## src/rtl/baw_match_if.sv

```systemverilog
// baw_match_if: player inputs and game status bundle for the match engine
interface baw_match_if #(
  parameter int NCARD = 9,
  parameter int NROUND = NCARD
);
  localparam int CW = $clog2(NCARD);
  localparam int RW = $clog2(NROUND + 1);
  logic btn_confirm;
  logic btn_abort;
  logic [NCARD-1:0] sw;
  logic [2:0] state;
  logic [RW-1:0] round;
  logic [RW-1:0] p1_wins;
  logic [RW-1:0] p2_wins;
  logic lead;
  logic [NCARD-1:0] p1_used;
  logic [NCARD-1:0] p2_used;
  logic [CW:0] p1_black_left;
  logic [CW:0] p1_white_left;
  logic [CW:0] p2_black_left;
  logic [CW:0] p2_white_left;
  logic lead_black;
  logic [CW-1:0] p1_card;
  logic [CW-1:0] p2_card;
  logic [1:0] last_result;
  logic game_over;
  logic [1:0] game_result;
  logic err;
  modport master (
    output btn_confirm, btn_abort, sw,
    input state, round, p1_wins, p2_wins, lead, p1_used, p2_used,
    input p1_black_left, p1_white_left, p2_black_left, p2_white_left,
    input lead_black, p1_card, p2_card, last_result, game_over, game_result, err
  );
  modport slave (
    input btn_confirm, btn_abort, sw,
    output state, round, p1_wins, p2_wins, lead, p1_used, p2_used,
    output p1_black_left, p1_white_left, p2_black_left, p2_white_left,
    output lead_black, p1_card, p2_card, last_result, game_over, game_result, err
  );
endinterface

```

## src/rtl/baw_match_engine.sv

```systemverilog
// baw_match_engine: black-and-white bidding game match controller
module baw_match_engine #(
  parameter int NCARD = 9,
  parameter int NROUND = NCARD
) (
  input logic clk,
  input logic reset_n,
  baw_match_if.slave bus
);
  localparam int CW = $clog2(NCARD);
  localparam int RW = $clog2(NROUND + 1);
  localparam int KW = CW + 1;
  typedef enum logic [2:0] {
    IDLE = 3'd0,
    ROUND_SHOW = 3'd1,
    LEAD_PICK = 3'd2,
    FOLLOW_PICK = 3'd3,
    RESULT = 3'd4,
    GAME_END = 3'd5
  } state_t;
  typedef struct packed {
    state_t st;
    logic [RW-1:0] round;
    logic [RW-1:0] p1_wins;
    logic [RW-1:0] p2_wins;
    logic lead;
    logic [NCARD-1:0] p1_used;
    logic [NCARD-1:0] p2_used;
    logic lead_black;
    logic [CW-1:0] p1_card;
    logic [CW-1:0] p2_card;
    logic [1:0] last_result;
    logic game_over;
    logic [1:0] game_result;
    logic err;
  } regs_t;
  regs_t r, n;
  logic conf_prev, abort_prev;
  logic conf, abrt;
  logic [CW-1:0] sel;
  logic one_hot, picker_p2, pick_ok, finish;
  logic [CW-1:0] p1v, p2v;
  logic [NCARD-1:0] picker_used;
  int margin;
  // Prev registers reset high so a button held through reset release needs a fresh press
  always_ff @(posedge clk or negedge reset_n)
    if (!reset_n) begin
      r <= '0;
      conf_prev <= 1'b1;
      abort_prev <= 1'b1;
    end else begin
      r <= n;
      conf_prev <= bus.btn_confirm;
      abort_prev <= bus.btn_abort;
    end
  assign conf = bus.btn_confirm & ~conf_prev;
  assign abrt = bus.btn_abort & ~abort_prev;
  always_comb begin
    sel = '0;
    for (int i = 0; i < NCARD; i++)
      if (bus.sw[i]) sel = CW'(i);
  end
  assign one_hot = (bus.sw != '0) && ((bus.sw & (bus.sw - 1'b1)) == '0);
  // The leader picks in LEAD_PICK, the other player in FOLLOW_PICK
  assign picker_p2 = r.lead ^ (r.st == FOLLOW_PICK);
  assign picker_used = picker_p2 ? r.p2_used : r.p1_used;
  assign pick_ok = one_hot && ((bus.sw & picker_used) == '0);
  assign p1v = picker_p2 ? r.p1_card : sel;
  assign p2v = picker_p2 ? sel : r.p2_card;
  assign margin = int'(r.p1_wins) > int'(r.p2_wins) ? int'(r.p1_wins) - int'(r.p2_wins)
                                                    : int'(r.p2_wins) - int'(r.p1_wins);
  assign finish = (r.round == RW'(NROUND)) || (margin > NROUND - int'(r.round));
  always_comb begin
    n = r;
    n.err = 1'b0;
    if (abrt && r.st != IDLE)
      n = '0;
    else if (conf)
      case (r.st)
        IDLE: begin
          n = '0;
          n.st = ROUND_SHOW;
          n.round = RW'(1);
        end
        ROUND_SHOW: n.st = LEAD_PICK;
        LEAD_PICK, FOLLOW_PICK:
          if (!pick_ok)
            n.err = 1'b1;
          else begin
            if (picker_p2) begin
              n.p2_card = sel;
              n.p2_used = r.p2_used | bus.sw;
            end else begin
              n.p1_card = sel;
              n.p1_used = r.p1_used | bus.sw;
            end
            if (r.st == LEAD_PICK) begin
              n.st = FOLLOW_PICK;
              n.lead_black = sel[0];
            end else begin
              n.st = RESULT;
              n.last_result = p1v > p2v ? 2'b01 : p1v < p2v ? 2'b10 : 2'b11;
              n.p1_wins = r.p1_wins + RW'(p1v > p2v);
              n.p2_wins = r.p2_wins + RW'(p1v < p2v);
            end
          end
        RESULT:
          if (finish) begin
            n.st = GAME_END;
            n.game_over = 1'b1;
            n.game_result = r.p1_wins > r.p2_wins ? 2'b01 : r.p1_wins < r.p2_wins ? 2'b10 : 2'b11;
          end else begin
            n.st = ROUND_SHOW;
            n.round = r.round + 1'b1;
            n.lead = r.last_result == 2'b01 ? 1'b0 : r.last_result == 2'b10 ? 1'b1 : r.lead;
            n.lead_black = 1'b0;
            n.p1_card = '0;
            n.p2_card = '0;
          end
        GAME_END: n = '0;
        default: ;
      endcase
  end
  always_comb begin
    bus.p1_black_left = '0;
    bus.p1_white_left = '0;
    bus.p2_black_left = '0;
    bus.p2_white_left = '0;
    for (int i = 0; i < NCARD; i++)
      if (i % 2 == 1) begin
        bus.p1_black_left = bus.p1_black_left + KW'(!r.p1_used[i]);
        bus.p2_black_left = bus.p2_black_left + KW'(!r.p2_used[i]);
      end else begin
        bus.p1_white_left = bus.p1_white_left + KW'(!r.p1_used[i]);
        bus.p2_white_left = bus.p2_white_left + KW'(!r.p2_used[i]);
      end
  end
  assign bus.state = r.st;
  assign bus.round = r.round;
  assign bus.p1_wins = r.p1_wins;
  assign bus.p2_wins = r.p2_wins;
  assign bus.lead = r.lead;
  assign bus.p1_used = r.p1_used;
  assign bus.p2_used = r.p2_used;
  assign bus.lead_black = r.lead_black;
  assign bus.p1_card = (r.st == RESULT || r.st == GAME_END) ? r.p1_card : '0;
  assign bus.p2_card = (r.st == RESULT || r.st == GAME_END) ? r.p2_card : '0;
  assign bus.last_result = r.last_result;
  assign bus.game_over = r.game_over;
  assign bus.game_result = r.game_result;
  assign bus.err = r.err;
endmodule

```

## src/flat_wrapper.sv

```systemverilog
// flat-port wrapper written by rule: the top's interface ports become plain ports
module baw_match_engine_flat 
#(
  parameter int NCARD = 9,
  parameter int NROUND = NCARD
)
  (clk, reset_n, bus_btn_confirm, bus_btn_abort, bus_sw, bus_state, bus_round, bus_p1_wins, bus_p2_wins, bus_lead, bus_p1_used, bus_p2_used, bus_p1_black_left, bus_p1_white_left, bus_p2_black_left, bus_p2_white_left, bus_lead_black, bus_p1_card, bus_p2_card, bus_last_result, bus_game_over, bus_game_result, bus_err);
  baw_match_if #(.NCARD(NCARD), .NROUND(NROUND)) bus_i ();
  input logic clk;
  input logic reset_n;
  input wire logic [$bits(bus_i.btn_confirm)-1:0] bus_btn_confirm;
  input wire logic [$bits(bus_i.btn_abort)-1:0] bus_btn_abort;
  input wire logic [$bits(bus_i.sw)-1:0] bus_sw;
  output wire logic [$bits(bus_i.state)-1:0] bus_state;
  output wire logic [$bits(bus_i.round)-1:0] bus_round;
  output wire logic [$bits(bus_i.p1_wins)-1:0] bus_p1_wins;
  output wire logic [$bits(bus_i.p2_wins)-1:0] bus_p2_wins;
  output wire logic [$bits(bus_i.lead)-1:0] bus_lead;
  output wire logic [$bits(bus_i.p1_used)-1:0] bus_p1_used;
  output wire logic [$bits(bus_i.p2_used)-1:0] bus_p2_used;
  output wire logic [$bits(bus_i.p1_black_left)-1:0] bus_p1_black_left;
  output wire logic [$bits(bus_i.p1_white_left)-1:0] bus_p1_white_left;
  output wire logic [$bits(bus_i.p2_black_left)-1:0] bus_p2_black_left;
  output wire logic [$bits(bus_i.p2_white_left)-1:0] bus_p2_white_left;
  output wire logic [$bits(bus_i.lead_black)-1:0] bus_lead_black;
  output wire logic [$bits(bus_i.p1_card)-1:0] bus_p1_card;
  output wire logic [$bits(bus_i.p2_card)-1:0] bus_p2_card;
  output wire logic [$bits(bus_i.last_result)-1:0] bus_last_result;
  output wire logic [$bits(bus_i.game_over)-1:0] bus_game_over;
  output wire logic [$bits(bus_i.game_result)-1:0] bus_game_result;
  output wire logic [$bits(bus_i.err)-1:0] bus_err;
  assign bus_i.btn_confirm = bus_btn_confirm;
  assign bus_i.btn_abort = bus_btn_abort;
  assign bus_i.sw = bus_sw;
  assign bus_state = bus_i.state;
  assign bus_round = bus_i.round;
  assign bus_p1_wins = bus_i.p1_wins;
  assign bus_p2_wins = bus_i.p2_wins;
  assign bus_lead = bus_i.lead;
  assign bus_p1_used = bus_i.p1_used;
  assign bus_p2_used = bus_i.p2_used;
  assign bus_p1_black_left = bus_i.p1_black_left;
  assign bus_p1_white_left = bus_i.p1_white_left;
  assign bus_p2_black_left = bus_i.p2_black_left;
  assign bus_p2_white_left = bus_i.p2_white_left;
  assign bus_lead_black = bus_i.lead_black;
  assign bus_p1_card = bus_i.p1_card;
  assign bus_p2_card = bus_i.p2_card;
  assign bus_last_result = bus_i.last_result;
  assign bus_game_over = bus_i.game_over;
  assign bus_game_result = bus_i.game_result;
  assign bus_err = bus_i.err;
  baw_match_engine #(.NCARD(NCARD), .NROUND(NROUND)) u_core (.clk(clk), .reset_n(reset_n), .bus(bus_i));
endmodule
```

## config.mk

```make
export PLATFORM = sky130hd
export DESIGN_NAME = baw_match_engine_flat
export DESIGN_NICKNAME = d
export VERILOG_FILES = /design/src/rtl/baw_match_if.sv /design/src/rtl/baw_match_engine.sv /design/src/flat_wrapper.sv
export SDC_FILE = /design/constraint.sdc
export NUM_CORES = 1
export LEC_CHECK = 0
export CORE_ASPECT_RATIO = 0.9
export CORE_MARGIN = 1
export CORE_UTILIZATION = 36
export DETAILED_ROUTE_END_ITERATION = 7
export GPL_TIMING_DRIVEN = 1
export SLEW_MARGIN = 20
export SYNTH_ARGS = -nofsm -noshare
export SYNTH_HDL_FRONTEND = slang
export SYNTH_SLANG_ARGS = --single-unit
export TNS_END_PERCENT = 10
```

## constraint.sdc

```tcl
create_clock -name clk -period 5.2 [get_ports clk]
set_input_delay 1.04 -clock clk [delete_from_list [all_inputs] [get_ports clk]]
set_output_delay 1.04 -clock clk [all_outputs]
set_load 0.03 [all_outputs]
```

==> flow_metrics.tcl, run 1 <==
set metrics [dict create \
    run_status "finished, final reports clean" \
    cts.reportedPaths.clkPinSlew_ns 0.07 \
    instances_no_fill 652 \
    grt-ovfl-total 0 \
    p_leak_uw 0.00217 \
    crit_family "compound AO/OA/AOI/OAI gates" \
    core_area_sq_um 11500 \
    synth.avg_cell_area_sq_um 9.00 \
    vias 3485 \
    hpwl_microns 7810 \
    wire_per_inst_microns 16.4 \
    rrSetupSlack_ns 0.86 \
    diodes 0 \
    synth_area_leaders "dfrtp_1 (29%), ha_1 (9.6%), buf_4 (8.1%)" \
    ys_ff_latch 51 \
    synthDistinctLibCells 72 \
    dp_slack_ns 0.848 \
    rr_startpoint "u_core.bus.p2_wins[1]" \
    routed_wl_microns 10700 \
    nets 549 \
    dr_wl_met3_microns 426 \
    crit_chain "inv_1 -> ha_1 -> nor2b_1 -> o21ai_0 -> a21boi_0 -> o22a_1 -> mux2i_1 -> nor2_1 -> a211oi_1 -> ha_1 -> a2bb2oi_1 -> a21bo_2 -> o211ai_1 -> nand2_1 -> o211ai_1 -> o211ai_1 -> a32o_1" \
    port_buffers 73 \
    grt_pass1_vias 3555 \
    ctsHoldBuffers 0 \
    ff_latch_area_sq_um 1280 \
    synth_ff_type "dfrtp_1" \
    gp_congestion 0.828 \
    worst_slew_pin_slew_ns 0.967 \
    crit_type "reg -> reg" \
    powerDensity_nw_per_um2 627 \
    syn-instance-count 476 \
    pin_count 82 \
    dpl_cell_area_sq_um 4800 \
    ys_seq_area_frac 0.298 \
    arrival_ns 4.53 \
    drive_gt1_frac 0.0645 \
    fin_ws_ns 0.855 \
    synth.most_common_cell "inv_1" \
    min_period_ns 4.34 \
    yosysWarnings 0 \
    slew_headroom 0.354 \
    cts_setup_buffers 0 \
    r2r-end "u_core.r[11]" \
    min_period_over_period 0.836 \
    num_rows 37 \
    maxCapViolCount 0 \
    die_w_microns 117 \
    n_fill_cell 1151 \
    clock_skew_ns 0.00720 \
    cts-htree-levels 2 \
    ctsResizeCount 0 \
    drc_errors 0 \
    hold_viol_final 0 \
    start_util 0.372 \
    hold_path_end "u_core.r[12]" \
    detail_route.vias_per_cell 5.35 \
    numCtsBuffers 5 \
    place_inst 644 \
    fmax_ghz 0.230 \
    top_layer "met4" \
    holdPathStages 1 \
    antenna_found_initial 0 \
    critPathMaxStageDelay_ns 0.48 \
    synth_largest_area_cell "dfrtp_1" \
    grt_max_degree 52 \
    clkLatencyLatePin_ns 0.30 \
    postLayoutCellArea_sq_um 4970 \
    ir_drop_mv 0.236 \
    cp-end-kind "register" \
    drt_iter0_drc 249 \
    met1_length_microns 4740 \
    ant_nets 0 \
    clock_path_buffers 2 \
    synth_edf_count 0 \
    dieArea_sq_um 12300 \
    cp_slowest_cell "dfrtp_1" \
    clock-sinks 51 \
    critical_path_buf_inv_count 1 \
    worstHoldStart "u_core.r[12]" \
    drt_pre_antenna_iters 4 \
    fin_util 0.431 \
    multi_input_area_sq_um 2380 \
    area_growth_pct 15.9 \
    crit_path_frequent_cell "o211ai_1" \
    cp.required_ns 5.38 \
    async_flop_share 1.00 \
    path_max_fanout 8 \
    reg2reg_depth 17 \
    netlist_area_sq_um 4280 \
    grt_pass1_wl_microns 17600 \
    setup_viol 0 \
    synth_commonest_cells "inv_1 (51), dfrtp_1 (49), buf_4 (46)" \
    cts_tree "built" \
    slew_violations 0 \
    dieHeight_microns 105 \
    hold_class "reg -> reg" \
    synth_top_cell_area_share 0.286 \
    tns_ns 0 \
    root_buffer "clkbuf_16" \
    grt_use_total 0.184 \
    rsz0062_at_grt "false" \
    cp-start-kind "register" \
    wl_met2_microns 5310 \
]
==> where the power goes <==
part	total [uW]	internal [uW]	switching [uW]
Combinational	2040	866	1180
Clock	385	227	157
Sequential	687	504	182
==> layout by cell type, fill, tap and decap left out, types with 5 or more instances in the layout <==
master and n:
conb_1 8, a211oi_1 5, inv_1 51, o21ai_0 15, clkdlybuf4s50_1 72, a22oi_1 6
o211ai_1 8, and2_1 8, clkbuf_16 5, mux2i_1 14, nand2_1 36, mux2_2 10
nand3_1 9, nor2_1 27, fa_1 8, a21oi_1 17, ha_1 33, xnor2_1 5
nor2b_1 7, nand2b_1 6, a32o_1 5, a22o_1 18, dfrtp_1 49
==> layer usage <==
layer  global-route usage  up-vias
met5                    0        -
met4               0.0624        0
met3               0.0328       13
met2                0.317      102
met1                0.228     1714
li1                     -     1656
==> worst max-delay path by stage <==
stage,cells past startpoint,end,startpoint,slack (ns)
2_1_floorplan,17,u_core.r[11],u_core.bus.p2_wins[1],1.42
3_3_place_gp,8,u_core.bus.p1_used[8],bus_sw[2],0.92
3_5_place_dp,8,u_core.bus.p1_used[4],bus_sw[2],0.85
4_1_cts,16,u_core.r[11],u_core.bus.p2_wins[1],0.89
5_1_grt,17,u_core.r[11],u_core.bus.p2_wins[1],0.37
6_report,17,u_core.r[11],u_core.bus.p2_wins[1],0.86
==> worst register-to-register path, stage by stage (launching register included) <==
cell and delay (ns):
dfrtp_1 0.48, inv_1 0.14, ha_1 0.33, nor2b_1 0.13, o21ai_0 0.12, a21boi_0 0.26
o22a_1 0.34, mux2i_1 0.33, nor2_1 0.07, a211oi_1 0.27, ha_1 0.21, a2bb2oi_1 0.20
a21bo_2 0.26, o211ai_1 0.19, nand2_1 0.10, o211ai_1 0.17, o211ai_1 0.33, a32o_1 0.32
==> through the flow <==
stage,power [uW],hold WS [ns]
6_report,3120,0.515
5_1_grt,3400,0.553
4_1_cts,3140,0.519
3_5_place_dp,2750,0.501
3_3_place_gp,2710,0.507
2_1_floorplan,2200,0.468
==> logic make-up after synthesis <==
group / count (synthesis) / synth area share
and+or+nand+nor: 115 / 0.140
adders and majority gates: 42 / 0.136
DFF: 51 / 0.298
xor gates and xnor gates: 7 / 0.0143
AOI/OAI and AO/OA: 114 / 0.200
muxes: 24 / 0.0590
other: 1 / 0.000875
buffers and inverters: 122 / 0.151
==> flip-flops by register name, summed over array words and instances (netlist names) <==
register,cells
u_core.abort_prev,1
u_core.bus.err,1
u_core.bus.game_over,1
u_core.bus.game_result,2
u_core.bus.last_result,2
u_core.bus.lead,1
u_core.bus.lead_black,1
u_core.bus.p1_used,9
u_core.bus.p1_wins,4
u_core.bus.p2_used,9
u_core.bus.p2_wins,4
u_core.bus.round,4
u_core.bus.state,3
u_core.conf_prev,1
u_core.r,8
==> cell type report <==
cell class	count	area share
Timing Repair Buffer	76	0.151
Inverter	51	0.0385
Clock inverter	3	0.00882
Multi-Input combinational cell	310	0.480
Clock buffer	5	0.0252
Tap cell	156	0.0393
Sequential cell	51	0.257
Note: power is estimated with default switching activity, not from simulation.
==> inputs of run 2 (changes only) <==
Clock period 5.2 ns to 3.95 ns, I/O delays scaled along.
==> flow_metrics.tcl, run 2 (synthesized netlist as in run 1, its figures left out) <==
set metrics [dict create \
    grt_use_total 0.185 \
    r2r-end "u_core.r[12]" \
    n_fill_cell 1111 \
    ant_nets 0 \
    critical_path_buf_inv_count 4 \
    reg2reg_depth 19 \
    vias 3555 \
    root_buffer "clkbuf_16" \
    p_leak_uw 0.00234 \
    clock_path_buffers 2 \
    run_status "finished, final reports clean" \
    p_total_uw 4340 \
    ctsHoldBuffers 0 \
    cp_slowest_cell "clkdlybuf4s50_1" \
    min_period_ns 3.73 \
    crit_family "adder cells" \
    setup_viol 0 \
    drt_pre_antenna_iters 4 \
    drive_gt1_frac 0.140 \
    critPathLaunch "u_core.bus.p2_used[0]" \
    cts_tree "built" \
    die_w_microns 117 \
    crit_path_frequent_cell "inv_1" \
    slew_headroom 0.519 \
    num_rows 37 \
    cp-endpoint "bus_p2_white_left[1]" \
    hold_viol_final 0 \
    final_cell_mix "clkdlybuf4s50_1 (72), inv_1 (51), dfrtp_1 (49)" \
    rrSetupSlack_ns 0.29 \
    clock-sinks 51 \
    sequentialPowerShare 0.185 \
    nets 583 \
    cts-htree-levels 2 \
    numCtsBuffers 5 \
    fin_util 0.456 \
    area_growth_pct 22.7 \
    routed_wl_microns 10900 \
    p_int_uw 2290 \
    grt_pass1_wl_microns 17500 \
    pin_count 82 \
    port_buffers 73 \
    drc_errors 0 \
    diodes 0 \
    crit_type "reg -> out" \
    p_sw_frac 0.473 \
    clkLatencyLatePin_ns 0.30 \
    detail_route.vias_per_cell 5.18 \
    clock_skew_ns 0.00659 \
    powerDensity_nw_per_um2 826 \
    slew_violations 0 \
    critPathMaxStageDelay_ns 0.66 \
    worst_slew_pin_slew_ns 0.717 \
    grt_max_degree 29 \
    start_util 0.372 \
    final_common_cell "clkdlybuf4s50_1" \
    antenna_found_initial 0 \
    rr_startpoint "u_core.bus.p2_wins[1]" \
    dieHeight_microns 105 \
    dieArea_sq_um 12300 \
    cts.reportedPaths.clkPinSlew_ns 0.07 \
    grt-ovfl-total 0 \
    p_switching_uw 2050 \
    ir_drop_mv 0.387 \
    hold_slack_ns 0.511 \
    crit_cells 8 \
    core_area_sq_um 11500 \
    p_comb_frac 0.695 \
    gp_congestion 0.859 \
    hpwl_microns 8270 \
    maxCapViolCount 0 \
    arrival_ns 2.94 \
    cp.required_ns 3.16 \
    clockPowerShare 0.120 \
    fmax_ghz 0.268 \
    path_max_fanout 5 \
    min_period_over_period 0.944 \
    hold_class "in -> async" \
    crit_chain "inv_1 -> ha_1 -> fa_1 -> ha_1 -> inv_1 -> fa_1 -> inv_1 -> clkdlybuf4s50_1" \
    drt_iter0_drc 219 \
    grt_pass1_vias 3517 \
    wire_per_inst_microns 15.9 \
    cp-end-kind "output port" \
    cp-start-kind "register" \
]
[run 2: stage by stage]
step	setup TNS, ns	area (sq um)	worst slack, ns	cells
after floorplan	0	4310	0.170	483
after global placement	0	5050	0.105	678
after detailed placement	0	5050	0.0454	678
after CTS	0	5230	0.0873	686
after global routing	-0.00566	5260	-0.00566	686
final	0	5260	0.223	686
[run 2: cell type report]
type / count / area [sq um] / area share
Inverter: 51 / 191 / 0.0364
Multi-Input combinational cell: 310 / 2410 / 0.459
Clock inverter: 2 / 35.0 / 0.00666
Clock buffer: 6 / 139 / 0.0264
Tap cell: 156 / 195 / 0.0371
Timing Repair Buffer: 110 / 1000 / 0.191
Sequential cell: 51 / 1280 / 0.243
[run 2: worst min path at each step]
| stage | startpoint | to | depth (start not counted) |
|---|---|---|---|
| 3_3_place_gp | u_core.r[9] | u_core.r[9] | 1 |
| 2_1_floorplan | u_core.bus.last_result[0] | u_core.bus.lead | 1 |
| 6_report | reset_n | u_core.bus.p2_used[4] | 1 |
| 4_1_cts | u_core.r[9] | u_core.r[9] | 1 |
| 3_5_place_dp | u_core.r[9] | u_core.r[9] | 1 |
| 5_1_grt | u_core.bus.game_over | u_core.bus.game_over | 1 |
[run 2: power by group through the flow]
stage | sequential, uW | clock (uW) | combinational [uW]
floorplan | 809 | 0 | 2090
global placement | 811 | 0 | 2910
detailed placement | 815 | 0 | 2970
CTS | 806 | 531 | 2980
global route | 825 | 561 | 3320
finish | 805 | 520 | 3020
[run 2: metal layers]
layer	part of all wire	GRT usage	vias up
met5	0	0	-
met4	0.017	0.0552	0
met3	0.039	0.0328	14
met2	0.49	0.313	99
met1	0.45	0.237	1723
li1	-	-	1719
[run 2: repair_timing]
item | CTS | global route
resized for setup | 0 | 10
hold endpoints to repair | 0 | 0
setup buffers | 0 | 0
endpoints found under the setup margin | 0 | 16
==> inputs of run 3 (changes only) <==
Settings changed: CTS_CLUSTER_SIZE set to 14, GPL_TIMING_DRIVEN 1 to unset.
==> results of run 3 <==
Same layout as run 2: the final DEF is identical, and so are final timing and power.
